<file path="src/rtl/calc_pkg.sv">
// calc_pkg: shared types for the calculator datapath and keypad sequencer.
// Holds the BCD number format, button/op encodings, the sequencer state
// enum and small decode helpers. Used by calc_entry and calc_sequencer.
package calc_pkg;

  localparam int NumDigits = 8;
  localparam int ExpW      = 4;

  typedef logic [3:0] bcd_t;

  // Digit buttons map onto 0..9 so the low nibble is the BCD digit.
  typedef enum logic [4:0] {
    B_0 = 5'd0, B_1 = 5'd1, B_2 = 5'd2, B_3 = 5'd3, B_4 = 5'd4,
    B_5 = 5'd5, B_6 = 5'd6, B_7 = 5'd7, B_8 = 5'd8, B_9 = 5'd9,
    B_DOT        = 5'd10,
    B_ON         = 5'd11,
    B_OFF        = 5'd12,
    B_OP_ADD     = 5'd13,
    B_OP_SUB     = 5'd14,
    B_OP_MUL     = 5'd15,
    B_OP_DIV     = 5'd16,
    B_OP_EQ      = 5'd17,
    B_OP_PERCENT = 5'd18,
    B_OP_SQRT    = 5'd19,
    B_MEM_ADD    = 5'd20,
    B_MEM_SUB    = 5'd21,
    B_MEM_RC     = 5'd22,
    B_NONE       = 5'd23,
    B_UNKNOWN    = 5'd31
  } active_button_t;

  typedef enum logic [1:0] {OP_NONE, OP_ADD, OP_MUL, OP_DIV} op_t;

  // value = significand x 10^-exponent, significand[0] is the LSD.
  typedef struct packed {
    logic                       error;
    logic                       sign;
    logic [ExpW-1:0]            exponent;
    bcd_t [NumDigits-1:0]       significand;
  } num_t;

  localparam num_t NUM_ZERO = '0;

  typedef enum logic [2:0] {
    S_OFF, S_ENTRY_A, S_OP_PEND, S_ENTRY_B, S_ALU_WAIT, S_RESULT, S_ERROR
  } seq_state_t;

  function automatic logic isMemButton(active_button_t b);
    return b inside {B_MEM_ADD, B_MEM_SUB, B_MEM_RC};
  endfunction

  function automatic logic isDigit(active_button_t b);
    return b <= B_9;
  endfunction

  function automatic logic isOpButton(active_button_t b);
    return b inside {B_OP_ADD, B_OP_SUB, B_OP_MUL, B_OP_DIV};
  endfunction

  // Subtraction is an add of the negated operand.
  function automatic op_t button2op(active_button_t b);
    case (b)
      B_OP_MUL: return OP_MUL;
      B_OP_DIV: return OP_DIV;
      default:  return OP_ADD;
    endcase
  endfunction

  function automatic num_t neg(num_t x);
    num_t r = x;
    r.sign = ~x.sign;
    return r;
  endfunction

endpackage

</file>
<file path="src/rtl/calc_entry.sv">
// calc_entry: digit/dot accumulator for one operand being typed in.
// Ports: clk/rst_n; clear (start from zero, may coincide with a key);
// digit_valid + digit (BCD); dot_valid; load + load_value (replace the
// entry wholesale); value (current entry as num_t).
module calc_entry
  import calc_pkg::*;
#(
  parameter int NumDigits = calc_pkg::NumDigits
) (
  input  logic clk,
  input  logic rst_n,
  input  logic clear,
  input  logic digit_valid,
  input  bcd_t digit,
  input  logic dot_valid,
  input  logic load,
  input  num_t load_value,
  output num_t value
);

  localparam int CntW = $clog2(NumDigits + 1);

  num_t            val_q, base_val, nxt_val;
  logic [CntW-1:0] cnt_q, base_cnt, nxt_cnt;
  logic            dot_q, base_dot, nxt_dot;

  always_comb begin
    base_val = clear ? NUM_ZERO : val_q;
    base_cnt = clear ? '0 : cnt_q;
    base_dot = clear ? 1'b0 : dot_q;
    nxt_val  = base_val;
    nxt_cnt  = base_cnt;
    nxt_dot  = base_dot;
    if (load) begin
      // A recalled value is complete: lock it against further digits.
      nxt_val = load_value;
      nxt_cnt = CntW'(NumDigits);
      nxt_dot = 1'b1;
    end else if (dot_valid) begin
      nxt_dot = 1'b1;
    end else if (digit_valid) begin
      // Leading zeros before any dot do not consume digit positions.
      if (!(base_val.significand == '0 && !base_dot && digit == '0) &&
          base_cnt < CntW'(NumDigits)) begin
        nxt_val.significand = {base_val.significand[calc_pkg::NumDigits-2:0], digit};
        nxt_cnt = base_cnt + CntW'(1);
        if (base_dot) nxt_val.exponent = base_val.exponent + ExpW'(1);
      end
    end
  end

  always_ff @(posedge clk or negedge rst_n) begin
    if (!rst_n) begin
      val_q <= NUM_ZERO;
      cnt_q <= '0;
      dot_q <= 1'b0;
    end else begin
      val_q <= nxt_val;
      cnt_q <= nxt_cnt;
      dot_q <= nxt_dot;
    end
  end

  assign value = val_q;

endmodule

</file>
<file path="src/rtl/calc_sequencer.sv">
// calc_sequencer: keypad controller. Builds operands from button events,
// sequences the shared ALU over req/ack, owns the display value.
// Ports: clk_i, rst_ni (async low); btn_valid_i/btn_i button events;
// busy_o; alu_req_o/alu_op_o/alu_a_o/alu_b_o request, alu_ack_i/alu_result_i
// response; display_o/display_en_o; mem_flag_o.
// Build option: define CALC_MEMORY_EN to add the M+/M-/MRC memory register.
module calc_sequencer
  import calc_pkg::*;
#(
  parameter int NumDigits = calc_pkg::NumDigits
) (
  input  logic                     clk_i,
  input  logic                     rst_ni,
  input  logic                     btn_valid_i,
  input  logic [4:0]               btn_i,
  output logic                     busy_o,
  output logic                     alu_req_o,
  output logic [1:0]               alu_op_o,
  output logic [$bits(num_t)-1:0]  alu_a_o,
  output logic [$bits(num_t)-1:0]  alu_b_o,
  input  logic                     alu_ack_i,
  input  logic [$bits(num_t)-1:0]  alu_result_i,
  output logic [$bits(num_t)-1:0]  display_o,
  output logic                     display_en_o,
  output logic                     mem_flag_o
);

  seq_state_t     state_q, ret_q, iss_ret;
  num_t           a_q, disp_q, alu_a_q, alu_b_q, ent_val, ent_load_val, result, disp_val;
  num_t           iss_a, iss_b;
  op_t            pend_op_q, alu_op_q, iss_op;
  logic           sub_q, busy_q, alu_req_q, disp_en_q;
  active_button_t btn;
  logic           take, is_digit, is_dot, is_op, is_key, in_entry, mem_rc, mem_addsub;
  logic           ent_clear, ent_digit, ent_dot, ent_load;
  logic           issue, iss_sub, iss_mem;

  assign btn      = active_button_t'(btn_i);
  assign result   = num_t'(alu_result_i);
  assign take     = btn_valid_i && !busy_q;
  assign is_digit = isDigit(btn);
  assign is_dot   = (btn == B_DOT);
  assign is_op    = isOpButton(btn);
  assign is_key   = is_digit || is_dot;
  assign in_entry = (state_q == S_ENTRY_A) || (state_q == S_ENTRY_B);

`ifdef CALC_MEMORY_EN
  num_t mem_q;
  logic mem_op_q;
  assign mem_rc       = (btn == B_MEM_RC);
  assign mem_addsub   = isMemButton(btn) && !mem_rc;
  assign ent_load_val = mem_q;
  assign mem_flag_o   = (mem_q.significand != '0);
`else
  assign mem_rc       = 1'b0;
  assign mem_addsub   = 1'b0;
  assign ent_load_val = NUM_ZERO;
  assign mem_flag_o   = 1'b0;
`endif

  // Entry register control. From OP_PEND/RESULT a key starts a fresh entry.
  always_comb begin
    ent_clear = 1'b0;
    ent_digit = 1'b0;
    ent_dot   = 1'b0;
    ent_load  = 1'b0;
    if (take) begin
      case (state_q)
        S_ENTRY_A, S_ENTRY_B: begin
          ent_digit = is_digit;
          ent_dot   = is_dot;
          ent_load  = mem_rc;
        end
        S_OP_PEND, S_RESULT: begin
          ent_clear = is_key;
          ent_digit = is_digit;
          ent_dot   = is_dot;
          ent_load  = mem_rc;
        end
        default: ;
      endcase
      if (btn == B_ON) ent_clear = 1'b1;
    end
  end

  calc_entry #(.NumDigits(NumDigits)) u_entry (
    .clk         (clk_i),
    .rst_n       (rst_ni),
    .clear       (ent_clear),
    .digit_valid (ent_digit),
    .digit       (btn_i[3:0]),
    .dot_valid   (ent_dot),
    .load        (ent_load),
    .load_value  (ent_load_val),
    .value       (ent_val)
  );

  assign disp_val = in_entry ? ent_val : disp_q;

  // Which key press launches an ALU transaction, with what operands.
  always_comb begin
    issue   = 1'b0;
    iss_a   = a_q;
    iss_b   = ent_val;
    iss_sub = sub_q;
    iss_op  = pend_op_q;
    iss_ret = S_RESULT;
    iss_mem = 1'b0;
    if (take) begin
      case (state_q)
        S_OP_PEND: if (btn == B_OP_EQ) begin
          issue = 1'b1;
          iss_b = a_q;
        end
        S_ENTRY_B: if (is_op) begin
          issue   = 1'b1;
          iss_ret = S_OP_PEND;
        end else if (btn == B_OP_EQ) begin
          issue = 1'b1;
        end
        default: ;
      endcase
`ifdef CALC_MEMORY_EN
      if (mem_addsub && state_q inside {S_ENTRY_A, S_OP_PEND, S_ENTRY_B, S_RESULT}) begin
        issue   = 1'b1;
        iss_mem = 1'b1;
        iss_a   = mem_q;
        iss_b   = disp_val;
        iss_sub = (btn == B_MEM_SUB);
        iss_op  = OP_ADD;
        iss_ret = in_entry ? S_RESULT : state_q;
      end
`endif
    end
  end

  always_ff @(posedge clk_i or negedge rst_ni) begin
    if (!rst_ni) begin
      state_q   <= S_OFF;
      ret_q     <= S_RESULT;
      a_q       <= NUM_ZERO;
      disp_q    <= NUM_ZERO;
      pend_op_q <= OP_NONE;
      sub_q     <= 1'b0;
      busy_q    <= 1'b0;
      alu_req_q <= 1'b0;
      disp_en_q <= 1'b0;
      alu_op_q  <= OP_NONE;
      alu_a_q   <= NUM_ZERO;
      alu_b_q   <= NUM_ZERO;
`ifdef CALC_MEMORY_EN
      mem_q     <= NUM_ZERO;
      mem_op_q  <= 1'b0;
`endif
    end else if (state_q == S_ALU_WAIT) begin
      if (alu_ack_i) begin
        alu_req_q <= 1'b0;
        busy_q    <= 1'b0;
        if (result.error) begin
          disp_q  <= result;
          state_q <= S_ERROR;
        end
`ifdef CALC_MEMORY_EN
        else if (mem_op_q) begin
          mem_q   <= result;
          state_q <= ret_q;
        end
`endif
        else begin
          a_q     <= result;
          disp_q  <= result;
          state_q <= ret_q;
        end
      end
    end else if (take) begin
      if (btn == B_ON) begin
        state_q   <= S_ENTRY_A;
        a_q       <= NUM_ZERO;
        disp_q    <= NUM_ZERO;
        pend_op_q <= OP_NONE;
        sub_q     <= 1'b0;
        disp_en_q <= 1'b1;
      end else if (btn == B_OFF) begin
        state_q   <= S_OFF;
        disp_en_q <= 1'b0;
      end else if (issue) begin
        alu_a_q   <= iss_a;
        alu_b_q   <= iss_sub ? neg(iss_b) : iss_b;
        alu_op_q  <= iss_op;
        alu_req_q <= 1'b1;
        busy_q    <= 1'b1;
        ret_q     <= iss_ret;
        state_q   <= S_ALU_WAIT;
`ifdef CALC_MEMORY_EN
        mem_op_q  <= iss_mem;
`endif
        // Chained op: the new operator becomes the pending one.
        if (is_op) begin
          pend_op_q <= button2op(btn);
          sub_q     <= (btn == B_OP_SUB);
        end
        // Memory op from an entry state lands in RESULT showing the entry.
        if (iss_mem && in_entry) begin
          a_q    <= ent_val;
          disp_q <= ent_val;
        end
      end else begin
        case (state_q)
          S_ENTRY_A: if (is_op) begin
            a_q       <= ent_val;
            disp_q    <= ent_val;
            pend_op_q <= button2op(btn);
            sub_q     <= (btn == B_OP_SUB);
            state_q   <= S_OP_PEND;
          end
          S_OP_PEND: if (is_op) begin
            pend_op_q <= button2op(btn);
            sub_q     <= (btn == B_OP_SUB);
          end else if (is_key || mem_rc) begin
            state_q <= S_ENTRY_B;
          end
          S_RESULT: if (is_op) begin
            pend_op_q <= button2op(btn);
            sub_q     <= (btn == B_OP_SUB);
            state_q   <= S_OP_PEND;
          end else if (is_key || mem_rc) begin
            state_q <= S_ENTRY_A;
          end
          default: ;
        endcase
      end
    end
  end

  assign busy_o       = busy_q;
  assign alu_req_o    = alu_req_q;
  assign alu_op_o     = alu_op_q;
  assign alu_a_o      = alu_a_q;
  assign alu_b_o      = alu_b_q;
  assign display_o    = disp_val;
  assign display_en_o = disp_en_q;

endmodule

</file>
<file path="config.mk">
export PLATFORM = sky130hd
export DESIGN_NAME = calc_sequencer
export DESIGN_NICKNAME = d
export VERILOG_FILES = /design/src/rtl/calc_pkg.sv /design/src/rtl/calc_entry.sv /design/src/rtl/calc_sequencer.sv
export SDC_FILE = /design/constraint.sdc
export NUM_CORES = 1
export LEC_CHECK = 0
export CAP_MARGIN = 40
export CORE_UTILIZATION = 55
export CTS_CLUSTER_DIAMETER = 60
export DETAILED_ROUTE_END_ITERATION = 12
export PLACE_DENSITY = 0.88
export SYNTH_ARGS = -nofsm -noshare
export SYNTH_HDL_FRONTEND = slang
export SYNTH_HIERARCHICAL = 1
export SYNTH_SLANG_ARGS = --single-unit
</file>
<file path="constraint.sdc">
create_clock -name clk_i -period 4.3 [get_ports clk_i]
set_input_delay 0.86 -clock clk_i [delete_from_list [all_inputs] [get_ports clk_i]]
set_output_delay 0.86 -clock clk_i [all_outputs]
set_load 0.005 [all_outputs]
</file>
**Yosys cells after proc, flatten, opt, wreduce, memory -nomap -nowiden**

Cells that the tools add are included.

- $add $sub $neg: 2
- $lt $le $gt $ge: 2
- Eq/ne operators: 24
- Mux-type cells: 72
- Bitwise logic cells: 4
- Reductions and logical operators: 29

Operators with widths:

| kind | count |
|---|---|
| 38-bit two-way mux | 15 |
| 36-bit two-way mux | 4 |
| 3-bit two-way mux | 14 |
| 37-bit two-way mux | 1 |
| 32-bit zero test | 1 |
| 5-bit by 4-bit == test with 1-bit output, second input constant | 6 |
| 1-bit two-way mux | 25 |
| 4-bit two-way mux | 5 |
| 7-bit AND reduction | 2 |
| 6-bit inequality test, second input constant | 2 |
| 5-bit == test, second input constant | 2 |
| 2-bit two-way mux | 5 |
| 5-bit AND reduction | 2 |
| 3-bit one-hot mux with 3 select lines | 1 |
| 3-bit nonzero test | 3 |
| 4-bit by 1-bit adder with 4-bit output, second input constant | 2 |
| 2-bit inequality test, second input constant | 4 |
| 7-bit inequality test, second input constant | 1 |
| 7-bit nonzero test | 1 |
| 3-bit by 2-bit == test with 1-bit output, second input constant | 2 |
| 3-bit == test, second input constant | 2 |
| 6-bit by 3-bit inequality test with 1-bit output, second input constant | 1 |
| 6-bit AND reduction | 1 |
| 2-bit nonzero test | 3 |
| other kinds (19) | 28 |

- Flip-flop bits (word level): 206
- Output and inout bits: 120
- Word-level logic and storage cells: 195

**Longest topological paths before layout**

Gate-level depths: netlist (run 1).

- Depth after elaboration: 14
- Mapped depth: 13
- Depth with buffers taken out: 9

**Cells and area by module**

Netlist (run 1), hierarchy kept.

Modules (own cells, without submodules):

| module | instances | cells each | area each (µm²) | seq. area each (µm²) |
|---|---|---|---|---|
| calc_sequencer | 1 | 828 | 8137.8 | 4105.2 |
| calc_entry | 1 | 254 | 2210.9 | 1076.0 |

**Worst setup path before layout (run 1)**

Ideal clock, no wire load.

- Path type: input port to flip-flop
- From: input port btn_i[0]
- To: register u_entry.val_q (netlist bit u_entry/value[33])
- Setup time: 0.126 ns
- Arrival: 2.745 ns
- Required time: 4.174 ns
- Setup slack: 1.429 ns
- Stages: 12
- Path through: buf_2 > and3b_1 > and2_0 > clkbuf_1 > a21oi_1 > nor2_1 > clkbuf_1 > nor2b_1 > ha_1 > nand2_1 > nor2_1 > a221o_1

RTL lines:

| element | RTL line | RTL |
|---|---|---|
| start, declared | calc_sequencer.sv:15 | `input logic [4:0] btn_i,` |
| end signal, assigned | calc_entry.sv:58 | `val_q <= nxt_val;` |
| end, declared | calc_entry.sv:23 | `num_t val_q, base_val, nxt_val;` |

**Worst setup path in the final report (run 1)**

- From: register state_q[2]
- To: output port display_o[37]

- Longest elaborated chain between the ends: 3
- Elaborated cells on any way between the ends: 4
- Those cells by class: eq/ne: 2; mux: 1; reduce/logical: 1

RTL lines:

| element | RTL line | RTL |
|---|---|---|
| start, declared | calc_sequencer.sv:28 | `seq_state_t state_q, ret_q, iss_ret;` |
| start signal, assigned | calc_sequencer.sv:172 | `state_q <= ret_q;` |
| 3-bit by 1-bit == test with 1-bit output / 3-bit by 2-bit == test with 1-bit output (equally long branches) | calc_sequencer.sv:45 | `assign in_entry = (state_q == S_ENTRY_A) \|\| (state_q == S_ENTRY_B);` |
| 1-bit logical OR (*) | calc_sequencer.sv:45 |  |
| 38-bit two-way mux (*) | calc_sequencer.sv:98 | `assign disp_val = in_entry ? ent_val : disp_q;` |
| end, declared | calc_sequencer.sv:23 | `output logic [$bits(num_t)-1:0] display_o,` |

Every way passes the cells marked *; elsewhere a longest branch is shown, timed or not.

==> results of run 1 <==
## worst min-delay path by stage
stage                                    to  slack (ns)  cells after the start
finish               alu_a_o[2]$_DFFE_PN0P_        0.40                      1
global route        alu_a_o[24]$_DFFE_PN0P_        0.49                      2
CTS                  alu_a_o[0]$_DFFE_PN0P_        0.47                      1
detailed placement   alu_a_o[4]$_DFFE_PN0P_        0.46                      2
global placement    alu_op_o[1]$_DFFE_PN0P_        0.45                      2
floorplan           alu_op_o[0]$_DFFE_PN0P_        0.43                      2
## cell families after synthesis
logic type      Yosys count
mux                      82
xor+xnor                  3
simple gates            465
compound gates          229
buf+inv                  93
fa+ha+maj                 2
other cells               1
flops                   207
## state kept, by name, summed over array words and instances (netlist names)
name and count:
state_q 3, alu_b_o 38, iss_op 2, iss_sub 1
alu_op_o 2, disp_q 38, u_entry/dot_q 1, a_q 38
display_en_o 1, u_entry/cnt_q 4, u_entry/value 38, alu_req_o 1
alu_a_o 38, ret_q 2
## stage by stage
stage	instances	worst slack, ns	hold slack (ns)
2_1_floorplan	1121	1.429	0.4323
3_3_place_gp	1451	0.5632	0.4529
3_5_place_dp	1452	0.5020	0.4613
4_1_cts	1490	0.5562	0.4702
5_1_grt	1490	0.4371	0.4891
6_report	1490	0.5699	0.3966
## cells in the final DEF, fill, tap and decap left out, types with 3 or more instances in the layout
cell	synthesis	layout
nand2_1	357	356
dfrtp_1	206	206
clkdlybuf4s50_1	0	164
o21ai_0	51	51
mux2i_1	41	41
mux2_2	41	41
conb_1	1	40
a22o_1	39	39
a22oi_1	37	37
o211ai_1	34	34
nand3_1	32	31
clkbuf_16	0	23
buf_4	6	21
o2bb2ai_2	20	20
nor2_1	22	18
o2bb2ai_1	18	18
nor2b_1	12	12
a21oi_1	8	8
nor4_1	8	8
nand2b_1	7	6
clkinv_2	0	6
inv_1	5	5
nand3b_1	5	5
nor2_4	0	4
nand4_1	4	4
a21o_1	3	3
nor3_1	3	3
clkbuf_8	0	3
clkbuf_1	46	3
buf_12	0	3
## area by class of cell
type | count | area share (%)
sequential | 207 | 39.75
multi-input combinational | 821 | 37.75
timing repair buffer | 190 | 14.59
clock buffer | 29 | 4.819
tap | 229 | 2.198
clock inverter | 9 | 0.7488
inverter | 5 | 0.1440
## power by group
group / switching [W] / internal [W] / leakage [nW]
sequential: 0.000573 / 0.00265 / 2.69
combinational: 0.00115 / 0.00159 / 2.78
clock: 0.000766 / 0.00114 / 0.360
total: 0.00249 / 0.00538 / 5.83
## routing by layer
layer	vias up	wire length (um)
met2	433	13330
met5	-	0
met4	0	708
li1	4080	-
met3	63	1970
met1	4291	12030
==> metrics.log, run 1 <==
[metrics] count of flip-flops with a built-in enable after synthesis: 0
[metrics] distinct cell type count after synthesis: 60
[metrics] number of DRC markers after the initial detailed-route iteration: 760
[metrics] initial antenna violation count: 0
[metrics] Final Max Tran Viols: 0
[metrics] critical-path maximum fanout: 39
[metrics] CP Cell Sequence: nand2b_2 -> nand2_1 -> o21ai_0 -> clkdlybuf4s50_1
[metrics] worst reg2reg path startpoint: state_q[2]$_DFFE_PN0P_
[metrics] Worst Reg-to-Reg Cells: 6
[metrics] dominant synthesized flop cell: dfrtp_1
[metrics] detailed placement HPWL: 18720 um
[metrics] most frequently used cell type in the post-synthesis netlist: nand2_1
[metrics] area of the placeable core: 0.01821 mm^2
[metrics] post-DR wirelength/cell: 18.82 um
[metrics] crit path time final: 3.730 ns
[metrics] critical path buffer and inverter count: 1
[metrics] Critical Path End Type: primary output
[metrics] Routability Congestion: 0.8988
[metrics] # fillers: 1293
[metrics] WP data arrival: 2.87 ns
[metrics] source of the critical timing path: state_q[2]$_DFFE_PN0P_
[metrics] via count of the first global-routing pass: 8589
[metrics] power density normalized to cell area: 603.7 mW/mm^2
[metrics] clock buffer count from CTS: 22
[metrics] area occupied by multi-input gates: 0.004920 mm^2
[metrics] global-route wire length before repair: 45660 um
[metrics] met3 GRT Util: 3.557%
[metrics] total setup violations reported at the end of the flow: 0
[metrics] transition time of the tightest slew-check pin: 0.8932 ns
[metrics] RSZ-0062 raised after global routing: no
[metrics] Synth Cell Area: 0.01035 mm^2
[metrics] gate count of the mapped netlist: 1082
[metrics] kind of critical path: flip-flop to primary output
[metrics] layout cells sized above 1: 11.18%
[metrics] adder and majority cell fraction of the synthesized area: 0.2418%
[metrics] number of placement rows: 49
[metrics] antenna fix cells: 0
[metrics] Synth Area in Compound Gates: 17.68%
[metrics] Storage cell area: 0.005181 mm^2
[metrics] leading area contributor after synthesis: dfrtp_1
[metrics] antenna viol nets, final: 0
[metrics] clock tree from TritonCTS: done
[metrics] VDD IR max: 371.4 uV
[metrics] fin area: 0.01303 mm^2
[metrics] Final Routed Wirelength: 28040 um
[metrics] depth of the CTS H-tree: 1
[metrics] Final #Nets: 1296
[metrics] largest clock skew in the final design: 0.008825 ns
[metrics] post-layout util: 71.58%
[metrics] global router's overall resource usage: 29.06%
[metrics] cell types with the largest area share after synthesis: dfrtp_1, nand2_1, mux2_2
[metrics] critical path depth in cells: 4
[metrics] Max Clk Rate: 0.2681 GHz
[metrics] die area: 0.01937 mm^2
[metrics] number of remaining DRC errors: 13
[metrics] Req. time, crit path: 3.44 ns
[metrics] number of vias in the routed layout: 8867
[metrics] fraction of the cycle the final worst path needs: 86.75%
[metrics] height of the chip: 139.2 um
[metrics] CTS Buffer Depth: 3
[metrics] Port-buffer cells: 165
[metrics] simple logic cell fraction of the synthesized area: 18.91%
[metrics] leading cell types by count after synthesis: nand2_1, dfrtp_1, o21ai_0
[metrics] Setup Buffers After CTS: 0
[metrics] Synth Area in XOR/XNOR: 0.2539%
[metrics] class of the tightest hold or removal check: primary input to async pin
[metrics] first drt pass iteration count: 9
[metrics] clock latency on the worst-skew pair: 0.50 ns
[metrics] mux cell area share after synthesis: 8.427%
[metrics] chip width: 139.2 um
[metrics] #FFs+latches synth: 207
[metrics] area of placed instances: 0.01231 mm^2
[metrics] total number of clock tree sinks: 207
[metrics] count of final hold-check violations: 0
[metrics] Top Family by Delay on Critical Path: simple AND/OR/NAND/NOR gates
[metrics] Ys Warns: 6
[metrics] worst relative slew slack: 40.46%
[metrics] setup total negative slack: 0 ns
[metrics] capturing instance or port of the critical path: display_o[37]
[metrics] root buf cell: clkbuf_16
[metrics] number of buffers added to fix hold violations after cts: 0
[metrics] met2 routing resource usage after global routing: 47.26%
[metrics] share of synthesized flip-flops with an asynchronous set or reset: 100.0%
[metrics] via count normalized by instance count: 5.951
[metrics] Resized cells post-CTS: 0
[metrics] post-layout power: 0.007868 W
[metrics] clock transition at the register clock pins on the worst setup and hold paths after CTS: 0.06 ns
[metrics] maximum single-stage delay on the critical path: 0.81 ns
[metrics] number of I/O pins: 167
[metrics] dominant combinational cell family by area after synthesis: simple AND/OR/NAND/NOR gates
[metrics] violated checks: DRC
[metrics] terminus of the critical flop-to-flop path: disp_q[4]$_DFFE_PN0P_
[metrics] largest net degree at the start of global routing: 114
[metrics] grt total ovfl: 0
[metrics] met1 GRT Util: 40.74%
[metrics] sequential area share after synthesis: 50.07%
[metrics] portion of synthesized cell area occupied by the leading cell type: 49.81%
[metrics] CP Launch Type: flip-flop
[metrics] crit path max-delay cell type: nand2b_2
[metrics] # Max-Cap Violations: 0
[metrics] area added between synthesis and finish: 25.95%
[metrics] result of the run: finished with violations
[metrics] starting density of the core: 56.83%
[metrics] static leakage: 5.825 nW
[metrics] reg-to-reg slack, setup: 1.39 ns
[metrics] Most Crowded Layer GR: met2
[metrics] Avg Cell Area, Syn: 9.564 um^2
Note: power is estimated with default switching activity, not from simulation.
==> run 2: changes to the inputs <==
--- a/config.mk
+++ b/config.mk
@@ -5,11 +5,12 @@
 export SDC_FILE = /design/constraint.sdc
 export NUM_CORES = 1
 export LEC_CHECK = 0
-export CAP_MARGIN = 40
-export CORE_UTILIZATION = 55
+export CAP_MARGIN = 20
+export CORE_UTILIZATION = 49
 export CTS_CLUSTER_DIAMETER = 60
 export DETAILED_ROUTE_END_ITERATION = 12
-export PLACE_DENSITY = 0.88
+export GPL_TIMING_DRIVEN = 0
+export PLACE_DENSITY = 0.83
 export SYNTH_ARGS = -nofsm -noshare
 export SYNTH_HDL_FRONTEND = slang
 export SYNTH_HIERARCHICAL = 1
==> constraint.sdc (replaced) <==
create_clock -name clk_i -period 3.1 [get_ports clk_i]
set_input_delay 0.62 -clock clk_i [delete_from_list [all_inputs] [get_ports clk_i]]
set_output_delay 0.62 -clock clk_i [all_outputs]
set_load 0.005 [all_outputs]
==> run 2 against run 1 <==
  * The flow now finishes without violations
  * Routed wire length increased by 16%
  * Hold slack got worse by 0.23 ns
  * Die area increased by 12%
  * Sequential power increased by 38%
  * Critical endpoint is now display_o[27]
  * Critical path depth increased by 3
  * Sequential share of layout area decreased by 0.98 points
  * Cell area increased by 2.5%
  * Clock skew about the same
  * Register-to-register slack got worse by 1.0 ns
  * Global-route usage increased by 1.0 points
==> metrics.log, run 2 (synthesis gave the netlist of run 1 again) <==
[metrics] number of I/O pins: 167 (unchanged)
[metrics] chip width: 147.3 um (+5.9%)
[metrics] CTS Buffer Depth: 3 (unchanged)
[metrics] count of final hold-check violations: 0 (unchanged)
[metrics] min setup slack post-route: 0.09764 ns (-0.4722 ns)
[metrics] clock buffer count from CTS: 23 (+4.5%)
[metrics] crit path max-delay cell type: clkdlybuf4s50_1
[metrics] Setup Buffers After CTS: 0 (unchanged)
[metrics] Top Family by Delay on Critical Path: buffers and inverters
[metrics] area added between synthesis and finish: 29.13%
[metrics] power density normalized to cell area: 837.2 mW/mm^2 (+39%)
[metrics] Final #Nets: 1361 (+5.0%)
[metrics] Critical Path End Type: primary output
[metrics] largest net degree at the start of global routing: 115 (+0.88%)
[metrics] starting density of the core: 50.49% (-6.3 points)
[metrics] via count normalized by instance count: 5.868 (-1.4%)
[metrics] result of the run: complete, no violations
[metrics] Req. time, crit path: 2.48 ns (-0.96 ns)
[metrics] depth of the CTS H-tree: 1 (unchanged)
[metrics] clock tree from TritonCTS: done
[metrics] total number of clock tree sinks: 207 (unchanged)
[metrics] critical-path maximum fanout: 10 (-74%)
[metrics] Max Clk Rate: 0.3331 GHz
[metrics] global-route wire length before repair: 50880 um (+11%)
[metrics] die area: 0.02170 mm^2 (+12%)
[metrics] static leakage: 5.997 nW (+3.0%)
[metrics] worst setup timing slack at the placement stage: -0.8537 ns (-1.356 ns)
[metrics] number of DRC markers after the initial detailed-route iteration: 908 (+19%)
[metrics] number of vias in the routed layout: 9365 (+5.6%)
[metrics] Port-buffer cells: 165 (unchanged)
[metrics] clock transition at the register clock pins on the worst setup and hold paths after CTS: 0.06 ns (about the same)
[metrics] worst relative slew slack: 42.25% (+1.8 points)
[metrics] RSZ-0062 raised after global routing: no
[metrics] Routability Congestion: 0.8969 (-0.21%)
[metrics] Final Routed Wirelength: 32410 um (+16%)
[metrics] clock latency on the worst-skew pair: 0.51 ns (about the same)
[metrics] initial antenna violation count: 0 (unchanged)
[metrics] CP Launch Type: flip-flop
[metrics] height of the chip: 147.3 um (+5.9%)
[metrics] most frequent standard cell in the layout excluding fill and tap cells: nand2_1
[metrics] total setup violations reported at the end of the flow: 0 (unchanged)
[metrics] Final Max Tran Viols: 0 (unchanged)
[metrics] post-DR wirelength/cell: 20.31 um (+7.9%)
[metrics] layout cells sized above 1: 13.20% (+2.0 points)
[metrics] fraction of the cycle the final worst path needs: 96.85%
[metrics] grt total ovfl: 0 (unchanged)
[metrics] antenna fix cells: 0 (unchanged)
[metrics] maximum single-stage delay on the critical path: 0.51 ns (-0.30 ns)
[metrics] largest clock skew in the final design: 0.008439 ns (-0.0003864 ns)
[metrics] detailed placement HPWL: 22860 um (+22%)
[metrics] number of placement rows: 52 (+6.1%)
[metrics] number of remaining DRC errors: 0 (-13)
[metrics] CP Cell Sequence: buf_4 -> nand2b_4 -> clkbuf_4 -> buf_4 -> nand2_1 -> nand2_1 -> clkdlybuf4s50_1
[metrics] area of the placeable core: 0.02049 mm^2 (+13%)
[metrics] antenna viol nets, final: 0 (unchanged)
[metrics] VDD IR max: 532.1 uV (+43%)
[metrics] most frequent cells in the layout: nand2_1, dfrtp_1, clkdlybuf4s50_1
[metrics] via count of the first global-routing pass: 9220 (+7.3%)
[metrics] first drt pass iteration count: 6 (-3)
[metrics] WP data arrival: 2.38 ns (-0.49 ns)
[metrics] crit path time final: 3.002 ns
[metrics] transition time of the tightest slew-check pin: 0.8631 ns (-0.03007 ns)
[metrics] kind of critical path: flip-flop to primary output
[metrics] global router's overall resource usage: 30.10% (+1.0 points)
[metrics] class of the tightest hold or removal check: primary input to async pin
[metrics] critical path buffer and inverter count: 4 (+3)
[metrics] # fillers: 1652 (+28%)
[metrics] setup total negative slack: 0 ns (unchanged)
[metrics] root buf cell: clkbuf_16
[metrics] # Max-Cap Violations: 0 (unchanged)
run 2: cell types whose count changed in the layout (fill, tap and decap cells not counted), sizes merged:
cell / delta
dlymetal6s2s: +1
buf: +18
clkdlybuf4s50: -1
clkbuf: +49
clkinv: -2
run 2: per-stage QoR:
step | total power (W) | cell area, um^2 | hold slack, ns | utilization (%) | std cells
6_report | 0.01119 | 13360 | 0.1673 | 65.20 | 1596
3_3_place_gp | 0.008210 | 12480 | 0.4476 | 60.92 | 1556
5_1_grt | 0.01177 | 13360 | 0.2531 | 65.20 | 1596
2_1_floorplan | 0.006037 | 10500 | 0.3244 | - | 1121
3_5_place_dp | 0.008325 | 12520 | 0.4606 | 61.07 | 1557
4_1_cts | 0.01115 | 13320 | 0.2158 | 64.99 | 1596
run 2: power by group:
part / switching, W / internal (W)
Combinational: 0.00170 / 0.00227
Clock: 0.00111 / 0.00166
Sequential: 0.000763 / 0.00368
run 2: routing by layer:
layer / up-vias / share of wire, % / wire length (um) / global-route usage [%]
met4: 0 / 3.0 / 971 / 11.39
li1: 4215 / - / - / -
met3: 68 / 7.6 / 2450 / 4.099
met2: 486 / 47 / 15150 / 47.10
met1: 4596 / 43 / 13840 / 42.65
met5: - / 0 / 0 / 0
run 2: final timing paths:
| kind | start | end | slack (ns) | cells past startpoint |
|---|---|---|---|---|
| min in group clk_i | iss_op[1]$_DFFE_PN0P_ | alu_op_o[1]$_DFFE_PN0P_ | 0.46 | 2 |
| max reg2reg | state_q[0]$_DFFE_PN0P_ | u_entry/cnt_q[0]$_DFF_PN0_ | 0.38 | 11 |
| min | rst_ni | alu_op_o[1]$_DFFE_PN0P_ | 0.17 | 1 |
| max | state_q[2]$_DFFE_PN0P_ | display_o[27] | 0.1 | 7 |
| min reg2reg | iss_op[1]$_DFFE_PN0P_ | alu_op_o[1]$_DFFE_PN0P_ | 0.46 | 2 |
| max in group asynchronous | rst_ni | state_q[0]$_DFFE_PN0P_ | 1.91 | 2 |
run 2: final cells by class:
type / count / area [um^2] / share of cell area [%]
clock inverter: 7 / 91.34 / 0.6835
sequential: 207 / 5181 / 38.77
clock buffer: 32 / 669.4 / 5.009
timing repair buffer: 166 / 1687 / 12.62
multi-input combinational: 821 / 4886 / 36.56
tap: 270 / 337.8 / 2.528
inverter: 5 / 18.77 / 0.1404
buffer: 88 / 491.7 / 3.680
run 2: timing repair:
item                                    4_1_cts  5_1_grt
hold buffers                                  0        0
gates resized for setup                      20       38
endpoints found under the setup margin       73      147
